===== config.mk =====
export PLATFORM = sky130hd
export DESIGN_NAME = mips_lsu
export DESIGN_NICKNAME = d
export VERILOG_FILES = /design/src/rtl/mips_lsu.sv
export SDC_FILE = /design/constraint.sdc
export NUM_CORES = 1
export LEC_CHECK = 0
export ABC_CLOCK_PERIOD_IN_PS = 1950
export CAP_MARGIN = 0
export CORE_AREA = 10 10 123 125
export CTS_BUF_LIST = sky130_fd_sc_hd__clkbuf_4 sky130_fd_sc_hd__clkbuf_8
export CTS_CLUSTER_SIZE = 30
export DETAILED_ROUTE_END_ITERATION = 12
export DIE_AREA = 0 0 133 135
export PLACE_DENSITY = 0.81
export SLEW_MARGIN = 20
export SYNTH_ARGS = -nofsm -noshare
export SYNTH_HDL_FRONTEND = slang
export SYNTH_SLANG_ARGS = --single-unit

===== constraint.sdc =====
create_clock -name clk -period 1.95 [get_ports clk]
set_input_delay 0.195 -clock clk [delete_from_list [all_inputs] [get_ports clk]]
set_output_delay 0.195 -clock clk [all_outputs]
set_load 0.02 [all_outputs]

===== src/rtl/mips_lsu.sv =====
`default_nettype none
// ============================================================================
// Module   : mips_lsu
// Brief    : M-stage load/store unit for the pipelined MIPS core. Issues
//            handshaked data-memory accesses, stalls the pipeline while an
//            access is in flight, aligns and extends load data, and raises
//            address-error pulses for misaligned accesses.
// Revision : 1.0 - initial release
// ============================================================================
module mips_lsu #(
    parameter int DATA_W = 32,
    parameter int ADDR_W = 32
) (
    input  logic                clk,
    input  logic                rst,
    input  logic                req_valid,
    input  logic                req_we,
    input  logic [1:0]          req_size,
    input  logic                req_signed,
    input  logic [ADDR_W-1:0]   req_addr,
    input  logic [DATA_W-1:0]   req_wdata,
    input  logic                flush,
    output logic                stall,
    output logic                rsp_valid,
    output logic [DATA_W-1:0]   rsp_rdata,
    output logic                adel,
    output logic                ades,
    output logic [ADDR_W-1:0]   badvaddr,
    output logic                mem_req,
    output logic                mem_wr,
    output logic [DATA_W/8-1:0] mem_be,
    output logic [ADDR_W-1:0]   mem_addr,
    output logic [DATA_W-1:0]   mem_wdata,
    input  logic                mem_gnt,
    input  logic                mem_rvalid,
    input  logic [DATA_W-1:0]   mem_rdata
);

    localparam int BE_W  = DATA_W / 8;
    localparam int OFF_W = $clog2(BE_W);

    typedef enum logic [2:0] {
        S_IDLE  = 3'd0,
        S_REQ   = 3'd1,
        S_WAIT  = 3'd2,
        S_DRAIN = 3'd3,
        S_DONE  = 3'd4
    } state_t;

    state_t              state_q, state_d;
    logic                we_q, we_d;
    logic [1:0]          size_q, size_d;
    logic                signed_q, signed_d;
    logic [OFF_W-1:0]    off_q, off_d;
    logic [ADDR_W-1:0]   mem_addr_q, mem_addr_d;
    logic [BE_W-1:0]     mem_be_q, mem_be_d;
    logic [DATA_W-1:0]   mem_wdata_q, mem_wdata_d;
    logic [DATA_W-1:0]   rsp_rdata_q, rsp_rdata_d;

    logic [OFF_W-1:0]    req_off;
    logic                req_aligned;
    logic [BE_W-1:0]     req_be;
    logic [DATA_W-1:0]   req_wdata_rep;
    logic                misaligned;
    logic                accept;
    logic [DATA_W-1:0]   ld_shifted;
    logic [DATA_W-1:0]   ld_mask;
    logic                ld_sign;
    logic [DATA_W-1:0]   ld_ext;

    // Decode the incoming request: alignment, byte enables, replicated store data
    always_comb begin
        req_off       = req_addr[OFF_W-1:0];
        req_aligned   = 1'b0;
        req_be        = '0;
        req_wdata_rep = req_wdata;
        case (req_size)
            2'b00: begin
                req_aligned   = 1'b1;
                req_be        = BE_W'(1) << req_off;
                req_wdata_rep = {BE_W{req_wdata[7:0]}};
            end
            2'b01: begin
                req_aligned   = ~req_addr[0];
                req_be        = BE_W'(2'b11) << req_off;
                req_wdata_rep = {(DATA_W/16){req_wdata[15:0]}};
            end
            2'b10: begin
                req_aligned   = (req_addr[1:0] == 2'b00);
                req_be        = BE_W'(4'hF) << req_off;
                req_wdata_rep = {(DATA_W/32){req_wdata[31:0]}};
            end
            default: begin
                // dword only exists on a 64-bit bus
                req_aligned   = (DATA_W == 64) && (req_addr[2:0] == 3'b000);
                req_be        = '1;
                req_wdata_rep = req_wdata;
            end
        endcase
        misaligned = (state_q == S_IDLE) && req_valid && !req_aligned;
        accept     = (state_q == S_IDLE) && req_valid && req_aligned && !flush;
    end

    // Right-justify the returned lane and zero/sign-extend according to size
    always_comb begin
        ld_shifted = mem_rdata >> {off_q, 3'b000};
        case (size_q)
            2'b00:   begin ld_mask = DATA_W'(8'hFF);         ld_sign = ld_shifted[7];  end
            2'b01:   begin ld_mask = DATA_W'(16'hFFFF);      ld_sign = ld_shifted[15]; end
            2'b10:   begin ld_mask = DATA_W'(32'hFFFF_FFFF); ld_sign = ld_shifted[31]; end
            default: begin ld_mask = '1;                     ld_sign = 1'b0;           end
        endcase
        ld_ext = (ld_shifted & ld_mask) | ({DATA_W{signed_q & ld_sign}} & ~ld_mask);
    end

    // Next-state and latched-request logic of the access FSM
    always_comb begin
        state_d     = state_q;
        we_d        = we_q;
        size_d      = size_q;
        signed_d    = signed_q;
        off_d       = off_q;
        mem_addr_d  = mem_addr_q;
        mem_be_d    = mem_be_q;
        mem_wdata_d = mem_wdata_q;
        rsp_rdata_d = rsp_rdata_q;
        case (state_q)
            S_IDLE: begin
                if (accept) begin
                    we_d        = req_we;
                    size_d      = req_size;
                    signed_d    = req_signed;
                    off_d       = req_off;
                    mem_addr_d  = {req_addr[ADDR_W-1:OFF_W], {OFF_W{1'b0}}};
                    mem_be_d    = req_be;
                    mem_wdata_d = req_wdata_rep;
                    state_d     = S_REQ;
                end
            end
            S_REQ: begin
                if (mem_gnt) begin
                    // A granted store is already posted; a granted load must have its data drained
                    if (flush) state_d = we_q ? S_IDLE : S_DRAIN;
                    else       state_d = we_q ? S_DONE : S_WAIT;
                end else if (flush) begin
                    state_d = S_IDLE;
                end
            end
            S_WAIT: begin
                if (flush) begin
                    // Data arriving together with the flush is simply dropped
                    state_d = mem_rvalid ? S_IDLE : S_DRAIN;
                end else if (mem_rvalid) begin
                    rsp_rdata_d = ld_ext;
                    state_d     = S_DONE;
                end
            end
            S_DRAIN: begin
                if (mem_rvalid) state_d = S_IDLE;
            end
            S_DONE: begin
                state_d = S_IDLE;
            end
            default: begin
                state_d = S_IDLE;
            end
        endcase
    end

    // State and datapath registers with synchronous reset
    always_ff @(posedge clk) begin
        if (rst) begin
            state_q     <= S_IDLE;
            we_q        <= 1'b0;
            size_q      <= 2'b00;
            signed_q    <= 1'b0;
            off_q       <= '0;
            mem_addr_q  <= '0;
            mem_be_q    <= '0;
            mem_wdata_q <= '0;
            rsp_rdata_q <= '0;
        end else begin
            state_q     <= state_d;
            we_q        <= we_d;
            size_q      <= size_d;
            signed_q    <= signed_d;
            off_q       <= off_d;
            mem_addr_q  <= mem_addr_d;
            mem_be_q    <= mem_be_d;
            mem_wdata_q <= mem_wdata_d;
            rsp_rdata_q <= rsp_rdata_d;
        end
    end

    // Outputs: handshake and response decoded from the registered state
    always_comb begin
        stall     = accept || (state_q == S_REQ) || (state_q == S_WAIT) || (state_q == S_DRAIN);
        rsp_valid = (state_q == S_DONE);
        rsp_rdata = rsp_rdata_q;
        adel      = misaligned && !req_we;
        ades      = misaligned && req_we;
        badvaddr  = misaligned ? req_addr : '0;
        mem_req   = (state_q == S_REQ);
        mem_wr    = (state_q == S_REQ) && we_q;
        mem_be    = mem_be_q;
        mem_addr  = mem_addr_q;
        mem_wdata = mem_wdata_q;
    end

endmodule
`default_nettype wire

**After elaboration in Yosys (flattened, before gate mapping)**

Cells that the tools add are included.

- Eq/ne operators: 12
- Shifts and indexed selects: 4
- Muxes and demuxes: 17
- Bitwise logic cells: 7
- Reduce and logical (&&, ||, !) cells: 20

Operators with widths:

| operator | number |
|---|---|
| $pmux W32 S2 | 2 |
| $and A32 B32 Y32 | 2 |
| $mux W32 | 1 |
| $not A32 Y32 | 1 |
| $or A32 B32 Y32 | 1 |
| $shr A32 B5 Y32 | 1 |
| $mux W3 | 8 |
| $pmux W3 S4 | 1 |
| $pmux W4 S3 | 1 |
| $logic_and A1 B1 Y1 | 7 |
| $eq A3 B2 Y1 const B | 2 |
| $logic_not A2 Y1 | 3 |
| $pmux W1 S3 | 2 |
| $eq A2 B1 Y1 const B | 2 |
| $eq A2 B2 Y1 const B | 2 |
| $mux W2 | 2 |
| $ne A2 B2 Y1 const B | 2 |
| $reduce_and A4 Y1 | 1 |
| $shl A1 B2 Y4 const A | 1 |
| $shl A2 B2 Y4 const A | 1 |
| $shl A4 B2 Y4 const A | 1 |
| $eq A3 B1 Y1 const B | 1 |
| $eq A3 B3 Y1 const B | 1 |
| $logic_not A1 Y1 | 3 |
| 8 further kinds | 11 |

- Bits in registers: 107
- Output and inout bits: 138
- Logic and storage cells: 69

**Logic depth before layout (Yosys ltp)**

Gate-level depths: netlist of the first run.

- Word-level depth: 7
- Depth in mapped cells: 8
- Depth with buffers taken out: 6

**Worst setup path after synthesis of the first run**

Ideal clock, no wire load.

- Path type: in2out
- Start point: input port req_size[1]
- End point: output port badvaddr[10]
- Arrival: 1603 ps
- Required time: 1755 ps
- Setup slack: 152 ps
- Stages: 8
- Path buffers: 2
- Path through: inv_1 -> ha_1 -> buf_4 -> nor2_4 -> a211o_4 -> and3_1 -> clkbuf_1 -> and2_1

- Word-level cells in the longest chain between the ends: 5

Ends and longest elaborated chain:

| what | RTL line | source |
|---|---|---|
| start, declared | 18 | `input logic [1:0] req_size,` |
| $eq A2 B2 Y1, or another cell as far along | 77 | `case (req_size)` |
| $pmux W1 S3 * | 77 |  |
| $logic_not A1 Y1 * | 100 | `misaligned = (state_q == S_IDLE) && req_valid && !req_aligned;` |
| $logic_and A1 B1 Y1 * | 100 |  |
| $mux W32 * | 202 | `badvaddr = misaligned ? req_addr : '0;` |
| end, declared | 28 | `output logic [ADDR_W-1:0] badvaddr,` |

Every way passes the cells marked *; elsewhere a longest branch is shown, timed or not.

**Worst setup path after layout of the first run**

- Start point: register state_q[0]
- End point: output port mem_wr

- Word-level cells in the longest chain between the ends: 2

Ends and longest elaborated chain:

| what | RTL line | source |
|---|---|---|
| start, declared | 50 | `state_t state_q, state_d;` |
| start signal, assigned | 183 | `state_q <= state_d;` |
| $eq A3 B1 Y1 | 204 | `mem_wr = (state_q == S_REQ) && we_q;` |
| $logic_and A1 B1 Y1 | 204 |  |
| end, declared | 30 | `output logic mem_wr,` |

Every way passes these cells.

==> summary.txt, run 1 <==
Status -> completed
Worst path required time -> 1.75 ns
Crit path buf inv count -> 2
Number of global-route vias before repair -> 5904
Crit path cell chain -> buf_4, nor3b_2, and2_1, dlygate4sd2_1
Clock Latency Late Sink -> 0.39 ns
CP endpoint -> mem_wr
Non-filler instance count after layout -> 1060
GP Congestion -> 0.9264
Yosys warns -> 0
Fin Hold WS -> 0.2748 ns
Vias -> 5908
Root Driver -> clkbuf_8
# port buffers -> 241
Highest fanout seen on the critical path -> 10
Synth cell types -> 47
Post-DP HPWL -> 15600 µm
Final hold violation count -> 0
First-pass GRT wire length -> 31420 µm
Starting DRT DRC Count -> 545
Core Area -> 12570 µm²
Tcrit/Tclk final -> 0.9421
Area contributors post-synth -> dfxtp_1 40%, a21oi_1 10%, o21ai_0 6.0%
Worst Skew -> 0.01497 ns
R2r endpoint -> state_q[0]
Cell taking the most area after synthesis -> dfxtp_1
Tot GR Track Use -> 0.2130
Cells on worst reg2reg path -> 5
Remaining DRCs -> 0
Most frequent cells in the layout -> 198 x clkdlybuf4s50_1, 107 x dfxtp_1, 106 x a21oi_1
DRT Pass-1 Iters -> 5
Actual slew at the worst max-slew pin -> 0.5993 ns
Crit path largest cell delay -> 0.36 ns
DR vias/cell -> 5.574
Setup TNS -> 0 ns
Layout cells sized above 1 -> 0.1522
Crit path max-delay cell type -> dlygate4sd2_1
RSZ-0062 raised after global routing -> false
Clk sinks -> 107
Drt wl/cell -> 19.21 µm
H-tree depth -> 3
I/O pins -> 244
CTS clk-pin slew, worst paths -> 0.10 ns
Starting density of the core -> 0.4224
CTS Hold Bufs -> 0
Post-Syn Area -> 5309 µm²
Final setup viols -> 0
Nets -> 992
Synth top area share -> 0.4035
Grt ovf -> 0
R2R Setup Slk -> 0.17 ns
Crit path depth -> 4
Die Wd -> 133 µm
Site Rows -> 41
Max-cap check violation count -> 0
Most common cell after layout, fill and taps aside -> clkdlybuf4s50_1
Kind of critical path -> reg2out
CP startpoint -> state_q[0]
Die height -> 135 µm
VDD IR max -> 375.7 µV
Seq/Total Area, Yosys -> 0.4035
CTS buffer count -> 9
Cells after synthesis -> 652
Seq cells post-synth -> 107
Leakage -> 0.002863 µW
PwrDens -> 603.8 nW/µm²
Post-DRT Antenna Nets -> 0
DIE AREA -> 17960 µm²
Critical path's top delay family -> buffers and inverters
Final wirelength -> 20370 µm
Largest net degree at the start of global routing -> 55
Period minus WS final -> 1.837 ns
Initial antenna violation count -> 3
Critical path capture point type -> primary output
Worst path arrival time -> 1.64 ns
Placed Cells -> 1042
Layout area overhead -> 53.71%
Clock Tree Buf Depth -> 2
Hold Path Class -> in2reg
Crit start category -> register
Slew HR -> 0.6005
Tot Pwr -> 4927 µW
CTS tree -> done
Max Freq -> 544.3 MHz
Mean Syn Cell Area -> 8.142 µm²
FF-to-FF Start -> state_q[1]
Final Max Slew Viols -> 0
==> layout make-up <==
cell class	instances	area, µm²
fill	1058	4408
multi-input combinational	472	2909
timing repair buffer	286	2646
sequential	107	2142
tap	172	215.2
clock buffer	10	131.4
clock inverter	6	88.84
inverter	6	25.02
antenna	1	2.502
==> layer usage <==
metal / track usage / vias up / part of all wire
met4: 0.07579 / 4 / 0.020
met1: 0.2370 / 2801 / 0.39
met3: 0.06602 / 32 / 0.077
met2: 0.3749 / 253 / 0.51
met5: 0 / - / 0.0010
li1: - / 2818 / -
==> flip-flops by register name, indices dropped and copies added (netlist names) <==
name and cells:
rsp_rdata 32, off_q 2, mem_wdata 32, size_q 2
we_q 1, mem_addr 30, mem_be 4, state_q 3
signed_q 1
==> cells by family (layout without fill, tap and decap cells) <==
kind of cell	after synthesis	in the layout	synth area share
compound gates	245	245	0.2755
simple gates	197	197	0.1935
flops	107	107	0.4035
buf+inv	74	308	0.06387
mux	24	24	0.05350
fa+ha+maj	4	4	0.009428
other cells	1	3	0.0007064
==> power by group <==
group          internal [µW]  switching (µW)  total, µW
sequential              2240            29.9       2270
combinational            529             598       1130
clock                    741             793       1530
total                   3510            1420       4930
==> what timing repair did <==
item	CTS	global route
endpoints found under the hold margin	0	0
gates cloned	0	0
gates resized for setup	159	9
pin swaps	1	1
setup endpoints to repair	64	38
buffers inserted	1	0
==> cells in the mapped netlist, drive strengths merged <==
library cell	n
nor2	39
and2	42
mux2	15
nor4	4
ha	4
mux4	2
mux2i	7
o211ai	8
buf	30
or4b	1
or4	1
a211o	2
or2	1
a311oi	16
and3	2
and3b	1
nand4b	2
a31oi	2
or3b	1
nor3b	1
a2111oi	2
inv	6
dfxtp	107
o22ai	1
conb	1
o31ai	1
o21ai	64
a311o	1
a21oi	106
nand3	46
a211oi	33
nor3	5
a32oi	1
clkbuf	38
nand2b	4
nor2b	9
nand3b	4
a22o	8
nand2	34
==> how the worst min path moves through the flow <==
| stage | depth (start not counted) | startpoint | endpoint |
|---|---|---|---|
| floorplan | 2 | req_addr[10] | mem_addr[10] |
| global placement | 2 | rsp_rdata[2] | rsp_rdata[2] |
| detailed placement | 2 | rsp_rdata[4] | rsp_rdata[4] |
| CTS | 2 | rst | mem_addr[10] |
| global route | 4 | req_addr[0] | off_q[0] |
| finish | 4 | req_addr[0] | off_q[0] |
==> worst min-delay path, cell delays in order <==
cell and delay [ns]:
dlymetal6s2s_1 0.14, buf_4 0.16, nand3_1 0.07, a21oi_1 0.05
==> metrics by stage <==
stage               utilization  cell area [µm²]  setup slack, ns
floorplan                     -             5313           0.1520
global route             0.6493             8160         0.006122
CTS                      0.6481             8145         0.002896
detailed placement       0.6391             8033          -0.8274
global placement         0.6391             8033          -0.6797
finish                   0.6493             8160           0.1129
Note: power is estimated with default switching activity, not from simulation.
==> inputs of run 2 (changes only) <==
- ABC_CLOCK_PERIOD_IN_PS: 1950 -> 2200
- CORE_AREA: 10 10 123 125 -> 10 10 119 121
- DIE_AREA: 0 0 133 135 -> 0 0 129 131
- GPL_ROUTABILITY_DRIVEN: unset -> 1
- PLACE_DENSITY: 0.81 -> 0.86
- clock period: 1.95 -> 2.2 ns (I/O delays scaled with it)
==> run 2 against run 1 <==
Compared with the run above: via count up 0.10%; clock skew fell by 0.0068 ns; die area shrank 5.9%; non-clock buffer count down 5; combinational power shrank 11%.
==> summary.txt, run 2 (same netlist as run 1, synthesis figures left out) <==
Tcrit/Tclk final -> 0.9847
Core Area -> 11810 µm² (-6.0%)
Most common cell after layout, fill and taps aside -> clkdlybuf4s50_1
DRT Pass-1 Iters -> 6 (+1)
Root Driver -> clkbuf_8
VDD IR max -> 302.8 µV (-19%)
R2r endpoint -> mem_wdata[21]
I/O pins -> 244 (unchanged)
WHS Path Cells -> 4 (unchanged)
Place WS -> -0.6016 ns (+0.2258 ns)
Starting density of the core -> 0.4495 (+0.02707)
DIE AREA -> 16900 µm² (-5.9%)
Placed cell areas -> 7949 µm² (-1.0%)
Diodes inserted -> 0 (-1)
Tot GR Track Use -> 0.2284 (+0.01536)
Max-cap check violation count -> 0 (unchanged)
Site Rows -> 40 (-2.4%)
Final wirelength -> 20170 µm (-0.97%)
CTS tree -> done
Vias -> 5914 (+0.10%)
DR vias/cell -> 5.747 (+3.1%)
Worst path arrival time -> 1.95 ns (+0.31 ns)
Fin worst setup slack -> 0.03373 ns (-0.07915 ns)
Post-DRT Antenna Nets -> 0 (unchanged)
Final hold violation count -> 0 (unchanged)
Actual slew at the worst max-slew pin -> 0.5907 ns (-0.008521 ns)
Final core occ -> 0.6917 (+0.04246)
Non-filler instance count after layout -> 1029 (-2.9%)
Hold Path Class -> in2reg
Starting DRT DRC Count -> 461 (-15%)
Layout area overhead -> 53.90%
Cells on worst reg2reg path -> 7 (+2)
CTS clk-pin slew, worst paths -> 0.09 ns (about the same)
FF-to-FF Start -> state_q[1]
Die height -> 131 µm (-3.0%)
Leakage -> 0.002785 µW (-2.7%)
Drt wl/cell -> 19.60 µm (+2.0%)
Remaining DRCs -> 0 (unchanged)
Post-DP HPWL -> 15280 µm (-2.1%)
H-tree depth -> 3 (unchanged)
Clk sinks -> 107 (unchanged)
Nets -> 987 (-0.50%)
# port buffers -> 241 (unchanged)
Number of global-route vias before repair -> 5990 (+1.5%)
Grt ovf -> 0 (unchanged)
Die Wd -> 129 µm (-3.0%)
Highest fanout seen on the critical path -> 34 (+24)
Status -> completed
Worst path required time -> 1.98 ns (+0.23 ns)
Hold path start -> req_size[0]
Slew HR -> 0.6062 (+0.005681)
Clock Tree Buf Depth -> 2 (unchanged)
Worst Skew -> 0.008196 ns (-0.006772 ns)
Endpoint, Worst Hold -> size_q[0]
Layout cells sized above 1 -> 0.1417 (-0.01048)
PwrDens -> 512.2 nW/µm² (-15%)
CTS buffer count -> 9 (unchanged)
Fin area -> 8170 µm² (+0.12%)
Largest net degree at the start of global routing -> 56 (+1.8%)
Critical path capture point type -> primary output
Initial antenna violation count -> 0 (-3)
CTS Hold Bufs -> 0 (unchanged)
R2R Setup Slk -> 0.27 ns (+0.10 ns)
Tot Pwr -> 4185 µW (-15%)
First-pass GRT wire length -> 31130 µm (-0.90%)
Fillers -> 934 (-12%)
Max Freq -> 461.6 MHz
Clock Latency Late Sink -> 0.36 ns (-0.03 ns)
Crit start category -> input pin
Final setup viols -> 0 (unchanged)
Kind of critical path -> in2out
Period minus WS final -> 2.166 ns
Final Max Slew Viols -> 0 (unchanged)
Placed Cells -> 1013 (-2.8%)
Most frequent cells in the layout -> 202 x clkdlybuf4s50_1, 106 x a21oi_1, 106 x dfxtp_1
GP Congestion -> 0.9104 (-1.7%)
run 2: cell count changes in the layout (fill, tap and decap cells not counted), sizes merged:
cell	change
buf	-32
clkdlybuf4s15	+24
clkbuf	+4
clkdlybuf4s50	+4
bufinv	-2
dlygate4sd2	-2
clkinv	+1
clkinvlp	-1
diode	-1
inv	-1
run 2: area by class of cell:
type                    count  area (µm²)  share of cell area
multi-input cells         472        2892              0.3539
repair buffers            281        2735              0.3348
clock inverters             3       21.27            0.002603
flip-flops and latches    107        2143              0.2623
well taps                 147       183.9             0.02251
inverters                   6       22.52            0.002757
clock buffers              13       172.7             0.02113
run 2: worst max-delay path: stages:
cell             delay (ns)
dlygate4sd2_1          0.29
inv_2                  0.12
ha_4                   0.18
nor2_4                 0.04
a211o_4                0.32
and3_1                 0.18
buf_12                 0.16
and2_1                 0.16
clkdlybuf4s15_2        0.25
run 2: how the worst max path moves through the flow:
stage	startpoint	to	slack, ns	depth (start not counted)
finish	req_size[1]	badvaddr[24]	0.03	9
global route	req_size[1]	badvaddr[12]	-0.01	9
CTS	state_q[0]	mem_wr	0.02	3
detailed placement	req_size[0]	badvaddr[27]	-0.60	9
global placement	req_size[0]	adel	-0.49	9
floorplan	req_size[1]	badvaddr[10]	0.35	8
run 2: metrics by stage:
step                      setup TNS [ns]  hold slack, ns
after floorplan                        0          0.3677
after global placement            -25.47          0.4472
after detailed placement          -36.10          0.4495
after CTS                              0          0.3379
after global routing             -0.1806          0.3528
final                                  0          0.3401
run 2: timing repair:
item	4_1_cts	5_1_grt
pin swaps	0	1
endpoints found under the hold margin	0	0
buffers inserted	0	0
gates resized for setup	114	16
endpoints found under the setup margin	49	35
run 2: layer usage:
layer,part of all wire,up-vias,GRT usage
li1,-,2804,-
met1,0.38,2820,0.2554
met2,0.50,250,0.3938
met3,0.092,40,0.07575
met4,0.024,0,0.09164
met5,0,-,0
run 2: power by group:
| group | internal, µW | switching [µW] | total [µW] | leakage (µW) |
|---|---|---|---|---|
| registers | 1980 | 28.8 | 2010 | 0.000866 |
| clock network | 519 | 646 | 1170 | 0.0000991 |
| logic | 478 | 531 | 1010 | 0.00182 |
